File: src/rtl/gray_pkg.sv
// Shared constants and pixel helpers for the grayscale datapath.
// Holds the default luma weights, the 0x00RRGGBB field layout and the rounding term.
package gray_pkg;

  localparam logic [7:0] R_COEF_DEFAULT = 8'd77;
  localparam logic [7:0] G_COEF_DEFAULT = 8'd150;
  localparam logic [7:0] B_COEF_DEFAULT = 8'd29;
  localparam int         COEF_SUM       = 256;

  localparam int R_MSB = 23;
  localparam int R_LSB = 16;
  localparam int G_MSB = 15;
  localparam int G_LSB = 8;
  localparam int B_MSB = 7;
  localparam int B_LSB = 0;
  localparam int PIX_W = 24;

  localparam logic [15:0] ROUND_CONST = 16'd128;

  localparam int GRAY_W = 8;
  localparam int WORD_W = 32;

  typedef struct packed {
    logic [7:0] r;
    logic [7:0] g;
    logic [7:0] b;
  } rgb_t;

  function automatic rgb_t split_pixel(input logic [PIX_W-1:0] pix);
    rgb_t c;
    c.r = pix[R_MSB:R_LSB];
    c.g = pix[G_MSB:G_LSB];
    c.b = pix[B_MSB:B_LSB];
    return c;
  endfunction

  function automatic logic [15:0] weigh(input logic [7:0] coef, input logic [7:0] chan);
    return 16'(coef) * 16'(chan);
  endfunction

endpackage

File: src/rtl/gray_pack.sv
// Output register stage of the grayscale pipeline, optionally packing four gray bytes per word.
// Build option: define GRAY_PACK_EN to pack; otherwise one zero-extended word per pixel.
module gray_pack
  import gray_pkg::*;
(
  input  logic                ap_clk,
  input  logic                ap_rst_n,
  input  logic                in_valid,
  output logic                in_ready,
  input  logic [GRAY_W-1:0]   in_gray,
  input  logic                out_full_n,
  output logic                out_write,
  output logic [WORD_W-1:0]   out_data,
  output logic                busy
);

`ifdef GRAY_PACK_EN

  logic [1:0]          byte_cnt;
  logic [23:0]         acc;
  logic                out_valid;
  logic [WORD_W-1:0]   out_word;
  logic                out_slot_free;
  logic                accept;
  logic                last_byte;

  assign out_slot_free = !out_valid || out_full_n;
  assign last_byte     = (byte_cnt == 2'd3);
  // Only the fourth byte needs the output slot; earlier bytes land in the accumulator.
  assign in_ready      = !last_byte || out_slot_free;
  assign accept        = in_valid && in_ready;

  always_ff @(posedge ap_clk or negedge ap_rst_n) begin
    if (!ap_rst_n) begin
      byte_cnt  <= 2'd0;
      acc       <= 24'h0;
      out_valid <= 1'b0;
      out_word  <= '0;
    end else begin
      if (accept && last_byte) begin
        out_word  <= {in_gray, acc};
        out_valid <= 1'b1;
      end else if (out_full_n) begin
        out_valid <= 1'b0;
      end

      if (accept) begin
        byte_cnt <= byte_cnt + 2'd1;
        case (byte_cnt)
          2'd0:    acc[7:0]   <= in_gray;
          2'd1:    acc[15:8]  <= in_gray;
          2'd2:    acc[23:16] <= in_gray;
          default: acc        <= 24'h0;
        endcase
      end
    end
  end

  assign out_write = out_valid && out_full_n;
  assign out_data  = out_word;
  // A partially filled word still counts as work in flight.
  assign busy      = out_valid || (byte_cnt != 2'd0);

`else

  logic              out_valid;
  logic [GRAY_W-1:0] out_gray;

  assign in_ready = !out_valid || out_full_n;

  always_ff @(posedge ap_clk or negedge ap_rst_n) begin
    if (!ap_rst_n) begin
      out_valid <= 1'b0;
      out_gray  <= '0;
    end else if (in_ready) begin
      out_valid <= in_valid;
      if (in_valid) begin
        out_gray <= in_gray;
      end
    end
  end

  assign out_write = out_valid && out_full_n;
  assign out_data  = {{(WORD_W-GRAY_W){1'b0}}, out_gray};
  assign busy      = out_valid;

`endif

endmodule

File: src/rtl/grayscale_core.sv
// RGB to 8-bit gray converter: weighted sum of channels with rounding, three-stage elastic pipeline.
// Build option: GRAY_PACK_EN packs four gray results per output word (see gray_pack).
module grayscale_core
  import gray_pkg::*;
#(
  parameter logic [7:0] R_COEF = R_COEF_DEFAULT,
  parameter logic [7:0] G_COEF = G_COEF_DEFAULT,
  parameter logic [7:0] B_COEF = B_COEF_DEFAULT
) (
  input  logic              ap_clk,
  input  logic              ap_rst_n,
  input  logic [31:0]       in_r_dout,
  input  logic              in_r_empty_n,
  output logic              in_r_read,
  output logic [31:0]       out_r_din,
  input  logic              out_r_full_n,
  output logic              out_r_write,
  output logic              ap_idle
);

  localparam int COEF_TOTAL = int'(R_COEF) + int'(G_COEF) + int'(B_COEF);

  // Weights must sum to 256 so the >>8 normalisation keeps white at 255.
  generate
    if (COEF_TOTAL != COEF_SUM) begin : g_bad_coef
      $error("grayscale_core: R_COEF+G_COEF+B_COEF must equal 256");
    end
  endgenerate

  rgb_t              px;
  logic              unused_upper_byte;

  logic              s1_valid;
  logic [15:0]       s1_r_prod;
  logic [15:0]       s1_g_prod;
  logic [15:0]       s1_b_prod;
  logic              s1_ready;

  logic [15:0]       sum_rounded;
  logic [GRAY_W-1:0] gray_d;

  logic              s2_valid;
  logic [GRAY_W-1:0] s2_gray;
  logic              s2_ready;

  logic              pack_ready;
  logic              pack_busy;

  assign px                = split_pixel(in_r_dout[PIX_W-1:0]);
  assign unused_upper_byte = ^in_r_dout[31:PIX_W];

  assign s2_ready  = !s2_valid || pack_ready;
  assign s1_ready  = !s1_valid || s2_ready;
  assign in_r_read = ap_rst_n && in_r_empty_n && s1_ready;

  always_ff @(posedge ap_clk or negedge ap_rst_n) begin
    if (!ap_rst_n) begin
      s1_valid  <= 1'b0;
      s1_r_prod <= '0;
      s1_g_prod <= '0;
      s1_b_prod <= '0;
    end else if (s1_ready) begin
      s1_valid <= in_r_read;
      if (in_r_read) begin
        s1_r_prod <= weigh(R_COEF, px.r);
        s1_g_prod <= weigh(G_COEF, px.g);
        s1_b_prod <= weigh(B_COEF, px.b);
      end
    end
  end

  // Max sum is 255*256+128, so 16 bits never overflow.
  assign sum_rounded = s1_r_prod + s1_g_prod + s1_b_prod + ROUND_CONST;
  assign gray_d      = GRAY_W'(sum_rounded >> 8);

  always_ff @(posedge ap_clk or negedge ap_rst_n) begin
    if (!ap_rst_n) begin
      s2_valid <= 1'b0;
      s2_gray  <= '0;
    end else if (s2_ready) begin
      s2_valid <= s1_valid;
      if (s1_valid) begin
        s2_gray <= gray_d;
      end
    end
  end

  gray_pack u_pack (
    .ap_clk     (ap_clk),
    .ap_rst_n   (ap_rst_n),
    .in_valid   (s2_valid),
    .in_ready   (pack_ready),
    .in_gray    (s2_gray),
    .out_full_n (out_r_full_n),
    .out_write  (out_r_write),
    .out_data   (out_r_din),
    .busy       (pack_busy)
  );

  assign ap_idle = !(s1_valid || s2_valid || pack_busy);

endmodule

File: config.mk
export PLATFORM = sky130hd
export DESIGN_NAME = grayscale_core
export DESIGN_NICKNAME = d
export VERILOG_FILES = /design/src/rtl/gray_pkg.sv /design/src/rtl/gray_pack.sv /design/src/rtl/grayscale_core.sv
export SDC_FILE = /design/constraint.sdc
export NUM_CORES = 1
export LEC_CHECK = 0
export ABC_CLOCK_PERIOD_IN_PS = 4510
export BUFFER_PORTS_ARGS = -buffer_cell sky130_fd_sc_hd__buf_2
export CAP_MARGIN = 20
export CORE_UTILIZATION = 56
export CTS_BUF_LIST = sky130_fd_sc_hd__clkbuf_8 sky130_fd_sc_hd__clkbuf_16
export CTS_CLUSTER_DIAMETER = 150
export DETAILED_ROUTE_END_ITERATION = 10
export PLACE_DENSITY = 0.77
export SLEW_MARGIN = 10
export SYNTH_ARGS = -nofsm -noshare
export SYNTH_HDL_FRONTEND = slang
export SYNTH_SLANG_ARGS = --single-unit
export TNS_END_PERCENT = 10
File: constraint.sdc
create_clock -name ap_clk -period 4.51 [get_ports ap_clk]
set_input_delay 0.451 -clock ap_clk [delete_from_list [all_inputs] [get_ports ap_clk]]
set_output_delay 0.451 -clock ap_clk [all_outputs]
set_load 0.1 [all_outputs]
# ---- Word level (Yosys, flattened, before mapping)
# Index checks and enable logic that the tools add are counted.
dict set report totals {
  wordCells 29
  out_inout_bits 35
  inputBits 36
  register_bits 62
}
dict set report op_classes {
  mul 3
  n_addsub 3
  n_reduce_logical 15
}
# operator n
set ops {}
lappend ops {{7-bit by 8-bit multiplier with 15-bit output, first input constant} 2}
lappend ops {{15-bit by 16-bit adder with 16-bit output} 1}
lappend ops {{16-bit by 13-bit adder with 16-bit output} 1}
lappend ops {{16-bit by 8-bit adder with 16-bit output, second input constant} 1}
lappend ops {{5-bit by 8-bit multiplier with 13-bit output, first input constant} 1}
lappend ops {{2-bit AND reduction} 3}
lappend ops {{1-bit logical OR} 5}
lappend ops {{1-bit zero test} 4}
lappend ops {{1-bit logical AND} 3}

# ---- Longest topological paths before layout
# Gate-level depths: netlist of run 1.
dict set report logic_depth {
  ltp_word 6
  depth_mapped 14
  mapped_depth_nobuf 14
}

# ---- Modules after synthesis
# A second synthesis of run 1 with hierarchy kept.
dict set report unflattened {
  cells_unflattened 662
  hier_area_um2 6256.0
}
# module area_per_inst_um2 seq_area_each_um2 n_inst cells_per_inst
set modules_own_cells {}
lappend modules_own_cells {grayscale_core 5677.9 1326.3 1 616}
lappend modules_own_cells {gray_pack 578.1 225.2 1 46}

# ---- Least setup slack after synthesis of run 1
# Ideal clock, no wire load.
dict set report synth_path {
  path_kind {input-to-reg}
  startpoint {input in_r_dout[20]}
  endpoint {register s1_r_prod[12]}
  setup_slack_ns 1.061
  setup_ns 0.120
  path_buffers 0
  required_time_ns 4.390
  stages 12
  t_arrival_ns 3.328
  path_cell_list {ha_1 > ha_1 > inv_1 > fa_1 > fa_1 > inv_1 > ha_1 > nand2_1 > o211ai_1 > a31o_2 > a211o_1 > a41o_1}
}
dict set report synth_between {
  elab_chain_len 1
}
# element line
set synth_lines {}
lappend synth_lines {{start, declared} grayscale_core.sv:12} ;# input logic [31:0] in_r_dout,
lappend synth_lines {{7-bit by 8-bit multiplier with 15-bit output} gray_pkg.sv:38} ;# return 16'(coef) * 16'(chan);
lappend synth_lines {{end signal, assigned} grayscale_core.sv:65} ;# s1_r_prod <= weigh(R_COEF, px.r);
lappend synth_lines {{end, declared} grayscale_core.sv:34} ;# logic [15:0] s1_r_prod;
# Every way passes these cells.
# A chain may end at the register's enable or synchronous reset.

# ---- Worst setup path in the final report of run 1
dict set report layout_path {
  startpoint {input in_r_dout[20]}
  endpoint {register s1_r_prod[13]}
}
# Same word-level chain as after synthesis.

==> results.yml, run 1 <==
status:
  status: "finished clean"
setup_path:
  crit_path_max_fanout: 5
  crit_arrival_ns: 3.65
  worst-endpoint-required_ns: 4.73
  cp-start-kind: "input port"
  end_kind: "flop"
  path_class: "in -> reg"
  r2r-start: "s1_r_prod[4]"
  startpoint: "in_r_dout[20]"
layout:
  nets: 910
  synthToLayoutAreaGrowth_pct: 7.25
  instances_no_fill: 856
  n_antenna_cell: 0
  multi_input_area_um2: 4210
  layout-drive-gt1-share: 0.101
  seqCellArea_um2: 1550
  utilization: 0.622
  filler_cell_count: 894
logic_synthesis:
  ys.flop_type: "dfrtp_1"
  ys_warn_count: 0
  yosysUniqueCellTypes: 56
  ys_ff_latch: 62
  netlist_area_um2: 6310
  async_reset_ff_frac: 1.00
  syn_inst: 670
  ys_seq_area_frac: 0.246
  synth_edf_count: 0
  netlist.area_leader.share: 0.248
  synthTopCellsByArea: "ha_1 25%, dfrtp_1 25%, fa_1 12%"
  synth.most_common_cell: "ha_1"
  avgSynthCellArea_um2: 9.42
  yosysTopAreaCell: "ha_1"
  synthTopCellsByCount: "125 x ha_1, 113 x inv_1, 65 x nand2_1"
run:
  maxCapViolCount: 0
drt:
  wl_per_cell_um: 13.4
  vias: 4556
  vias_per_cell: 5.32
  drt-total-wl_mm: 11.5
  antenna_left: 0
  firstDrtPassIters: 4
  drtIter0Drc: 200
  drc_errors: 0
power:
  p_clk_frac: 0.111
  combPwrFrac: 0.681
  swShare: 0.491
  p_int_uw: 2130
  netSwitchingPower_uw: 2050
  p_per_area_nw_per_um2: 616
  power_leakage_uw: 0.00370
  pwr-share-seq: 0.208
  vdd_drop_max_v: 0.000531
clocking:
  hold_buffers: 0
  h-tree-depth: 3
  insertion_delay_ns: 0.34
  cts_sinks: 62
  cts_setup_buffers: 0
  cts_tree: "built"
  cts_repair_resize_count: 0
  cts_buffer_depth: 2
  path_clk_slew_ns: 0.07
  cts_inserted_buffers: 9
  cts_root_buf: "clkbuf_8"
sta:
  fin_setup_tns_ns: 0
  finalHoldViolations: 0
  fin_crit_sh: 0.760
  setup_viol: 0
  slew_violations: 0
  period_minus_slack_ns: 3.43
  setup_slack_ns: 1.08
  holdWs_ns: 0.324
  relSlewSlack: 0.479
  rsz0062_at_grt: "no"
  max_slew.worst_pin.slew_ns: 0.782
  timing.fmax_mhz: 292
  skew_ns: 0.00940
floorplanning:
  coreArea_um2: 10900
  die_area_um2: 11700
  die_w_um: 108
  start_util: 0.580
  rows: 38
  die_height_um: 108
  ios: 71
placed_design:
  port_buffers: 38
  dpl.cell_count: 840
  hpwl_mm: 9.45
  gp_congestion: 0.820
  pre_cts_slack_ns: 0.723
hold_path:
  hold_class: "in -> async"
global_route:
  antenna_found_initial: 0
  grt_max_degree: 64
  first_global_vias: 4594
  grt_pass1_wl_mm: 20.1
  overflow: 0
  grt_usage: 0.219
[layer usage]
layer  global-route usage  wire (um)  vias to the layer above
met3               0.0319        265                       13
met2                0.400       6010                       62
met1                0.266       5050                     2181
met4               0.0636        165                        0
met5                    0          0                        -
li1                     -          -                     2300
[metrics by stage]
stage / cell area, um2 / total power, uW
2_1_floorplan: 6400 / 3130
3_3_place_gp: 6590 / 3560
3_5_place_dp: 6590 / 3710
4_1_cts: 6770 / 4200
5_1_grt: 6770 / 4600
6_report: 6770 / 4170
[worst paths after layout]
| check | cells past startpoint | slack (ns) | to |
|---|---|---|---|
| hold / removal | 2 | 0.32 | s1_valid |
| min in group ap_clk | 3 | 0.33 | s1_valid |
| hold reg to reg | 2 | 0.48 | s2_gray[6] |
| setup / recovery | 12 | 1.08 | s1_r_prod[13] |
| setup reg to reg | 11 | 1.37 | s2_gray[7] |
| max in group asynchronous | 2 | 3.68 | s1_g_prod[4] |
[power groups by stage]
| stage | Combinational, uW | Sequential (uW) | Clock (uW) |
|---|---|---|---|
| floorplan | 2030 | 1100 | 0 |
| global placement | 2690 | 870 | 0 |
| detailed placement | 2820 | 882 | 0 |
| CTS | 2860 | 872 | 473 |
| global route | 3200 | 899 | 502 |
| finish | 2840 | 870 | 463 |
[layout make-up]
cell class / instances / share of cell area
multi-input combinational: 483 / 0.621
sequential: 62 / 0.229
inverter: 114 / 0.0632
timing repair buffer: 41 / 0.0336
tap: 140 / 0.0259
clock buffer: 9 / 0.0183
clock inverter: 7 / 0.00850
[kinds of logic (layout without fill, tap and decap cells)]
group                      Yosys count  in the layout  share of synthesized area
AOI/OAI and AO/OA                  123            123                      0.127
xor gates and xnor gates            27             27                     0.0375
adders and majority gates          163            163                      0.368
buffers and inverters              148            171                      0.102
DFF                                 62             62                      0.246
muxes                                8              8                     0.0143
other                                1             24                   0.000594
and+or+nand+nor                    138            138                      0.104
[state kept, by name (all words and copies together), names as in the netlist]
register / cells
u_pack.busy: 1
s1_g_prod: 15
s2_gray: 8
s1_r_prod: 15
s1_valid: 1
u_pack.out_gray: 8
s1_b_prod: 13
s2_valid: 1
[worst max-delay path: stages]
cell       delay (ns)
buf_2            0.14
ha_1             0.30
ha_1             0.27
inv_1            0.05
fa_1             0.49
fa_1             0.51
inv_1            0.04
ha_1             0.35
a211o_1          0.32
a2111oi_1        0.47
or4_1            0.20
nand3_1          0.06
[placed cells by master, fill, tap and decap left out, types with 5 or more instances in the layout]
cell type  Yosys  layout
ha_1         125     125
inv_1        113     115
nand2_1       65      65
dfrtp_1       62      62
o21ai_0       50      50
fa_1          38      38
buf_2          0      37
conb_1         1      24
nor2_1        16      16
a21oi_1       15      15
xor2_1        14      14
xnor2_1       13      13
a21o_1        11      11
nand3_1       10       9
clkbuf_8       0       9
nor3_1         8       8
mux2_2         8       8
and3_1         7       7
or3_1          6       6
o21a_1         5       5
a211oi_1       5       5
Power figures use the tool's default switching activity.
==> run 2, diff against run 1 <==
Settings changed: ABC_CLOCK_PERIOD_IN_PS 4510 to 2800, CORE_UTILIZATION 56 to 55, PLACE_DENSITY 0.77 to 0.79.
Clock period 4.51 ns to 2.8 ns, I/O delays scaled along.
==> run 2 against run 1 <==
Against the previous run: the run now ends with negative setup slack left; core utilization is 11 points higher; die area grew 1.8%; routed wire length is 26% higher; via count rose by 14%; first-iteration DRC count is 21% higher; final area is 19% higher; cell count is 11% higher; clock power rose by 120%; critical path type is now reg -> reg; critical endpoint is now s2_gray[7]; largest cell class unchanged; largest power group unchanged.
==> results.yml, run 2 (synthesized netlist as in run 1, its figures left out) <==
status:
  status: "complete, but fails checks"
  violations: "negative setup slack"
setup_path:
  worst-endpoint-required_ns: 3.06
  cp-start-kind: "flop"
  startpoint: "s1_r_prod[6]"
  path_cells: "inv_1 > fa_1 > inv_1 > ha_1 > ha_2 > a2111oi_4 > o21a_2 > o211a_4 > o21ai_2 > or4_1 > nand3_1"
  path_class: "reg -> reg"
  crit_path_max_fanout: 3
  crit_top_cell: "inv_1"
  crit_arrival_ns: 3.23
  end_kind: "flop"
  slowest_delay_ns: 0.54
  cpMaxStageDelayCell: "fa_1"
  r2r-start: "s1_r_prod[6]"
power:
  combPwrFrac: 0.722
  swShare: 0.455
  p_int_uw: 4800
  pwr-share-seq: 0.161
  p_per_area_nw_per_um2: 1090
  finalPower_uw: 8810
  netSwitchingPower_uw: 4000
  power_leakage_uw: 0.00424
  vdd_drop_max_v: 0.00108
  p_clk_frac: 0.117
drt:
  vias_per_cell: 5.47
  wl_per_cell_um: 15.3
  drc_errors: 0
  vias: 5195
  dr_wl_met3_um: 598
  drt-total-wl_mm: 14.5
  dr.max_layer_used: "met4"
  drtIter0Drc: 241
  antenna_left: 0
  firstDrtPassIters: 6
  wl_met1_mm: 5.83
  dr_wl_met2_mm: 7.68
sta:
  relSlewSlack: 0.474
  slew_violations: 0
  rsz0062_at_grt: "yes"
  timing.fmax_mhz: 337
  setup_slack_ns: -0.166
  max_slew.worst_pin.slew_ns: 0.789
  fin_crit_sh: 1.06
  skew_ns: 0.00270
  setup_viol: 12
  finalHoldViolations: 0
  period_minus_slack_ns: 2.97
clocking:
  path_clk_slew_ns: 0.05
  cts_inserted_buffers: 9
  cts_sinks: 62
  cts_tree: "built"
  h-tree-depth: 3
  cts_root_buf: "clkbuf_16"
  cts_buffer_depth: 2
  hold_buffers: 0
  insertion_delay_ns: 0.33
layout:
  final_cell_mix: "105 x inv_1, 99 x ha_1, 98 x buf_4"
  layout-drive-gt1-share: 0.279
  reg_top3: "s1_g_prod (15), s1_r_prod (15), s1_b_prod (13)"
  n_antenna_cell: 0
  nets: 1005
  instances_no_fill: 949
  synthToLayoutAreaGrowth_pct: 27.7
  final_common_cell: "inv_1"
global_route:
  grt_usage: 0.248
  grt_pass1_wl_mm: 23.0
  antenna_found_initial: 0
  grt_max_degree: 64
  first_global_vias: 5206
  overflow: 0
placed_design:
  pre_cts_slack_ns: -0.520
  port_buffers: 38
  hpwl_mm: 10.6
  dpl.cell_count: 933
  gp_congestion: 0.815
floorplanning:
  die_area_um2: 11900
  rows: 38
  die_w_um: 109
  coreArea_um2: 11000
  start_util: 0.572
  ios: 71
  die_height_um: 109
hold_path:
  hold_class: "in -> async"
run:
  maxCapViolCount: 0
-- run 2: path summary, 6_finish.rpt --
path	slack [ns]	endpoint	cells past startpoint
max	-0.17	s2_gray[7]	11
min	0.15	s2_valid	2
max reg2reg	-0.17	s2_gray[7]	11
min reg2reg	0.48	s1_g_prod[10]	2
max in group asynchronous	2.14	s1_g_prod[3]	2
min in group ap_clk	0.19	s1_valid	3
-- run 2: repair_timing --
item / 4_1_cts / 5_1_grt
pin swaps: 27 / 14
endpoints found under the hold margin: 0 / 0
resized for setup: 34 / 34
buffers inserted: 1 / 1
setup endpoints to repair: 19 / 22
-- run 2: worst max-delay path, delay by kind of cell (launching register included) --
kind / cells / cell delay [ns]
adder cells (fa/ha/maj): 3 / 1.05
AO/OA/AOI/OAI: 4 / 0.80
AND/OR/NAND/NOR: 2 / 0.56
flip-flops: 1 / 0.37
buffers and inverters: 2 / 0.12
-- run 2: through the flow --
stage / setup TNS (ns) / utilization / hold slack, ns / instance area [um2]
after floorplan: -1.26 / - / -0.0156 / 6520
after global placement: -5.93 / 0.671 / 0.461 / 7400
after detailed placement: -8.03 / 0.671 / 0.471 / 7400
after CTS: -0.521 / 0.713 / 0.181 / 7870
after global routing: -2.49 / 0.731 / 0.209 / 8060
final: -0.752 / 0.731 / 0.151 / 8060
-- run 2: area by class of cell --
cell class	instances	area, um2
clock buffers	12	267
clock inverters	2	8.76
fillers	713	2970
inverters	114	428
multi-input cells	483	4660
flip-flops and latches	62	1550
well taps	140	175
repair buffers	136	970
-- run 2: per-layer routing --
metal | up-vias | track usage
li1 | 2487 | -
met1 | 2530 | 0.289
met5 | - | 0
met2 | 142 | 0.461
met3 | 36 | 0.0335
met4 | 0 | 0.0859
-- run 2: power groups by stage --
stage / clock (uW) / sequential [uW] / combinational [uW]
final: 1030 / 1420 / 6360
after global routing: 1080 / 1450 / 6930
after CTS: 1040 / 1410 / 5740
after detailed placement: 0 / 1420 / 5370
after global placement: 0 / 1410 / 5080
after floorplan: 0 / 1770 / 3370
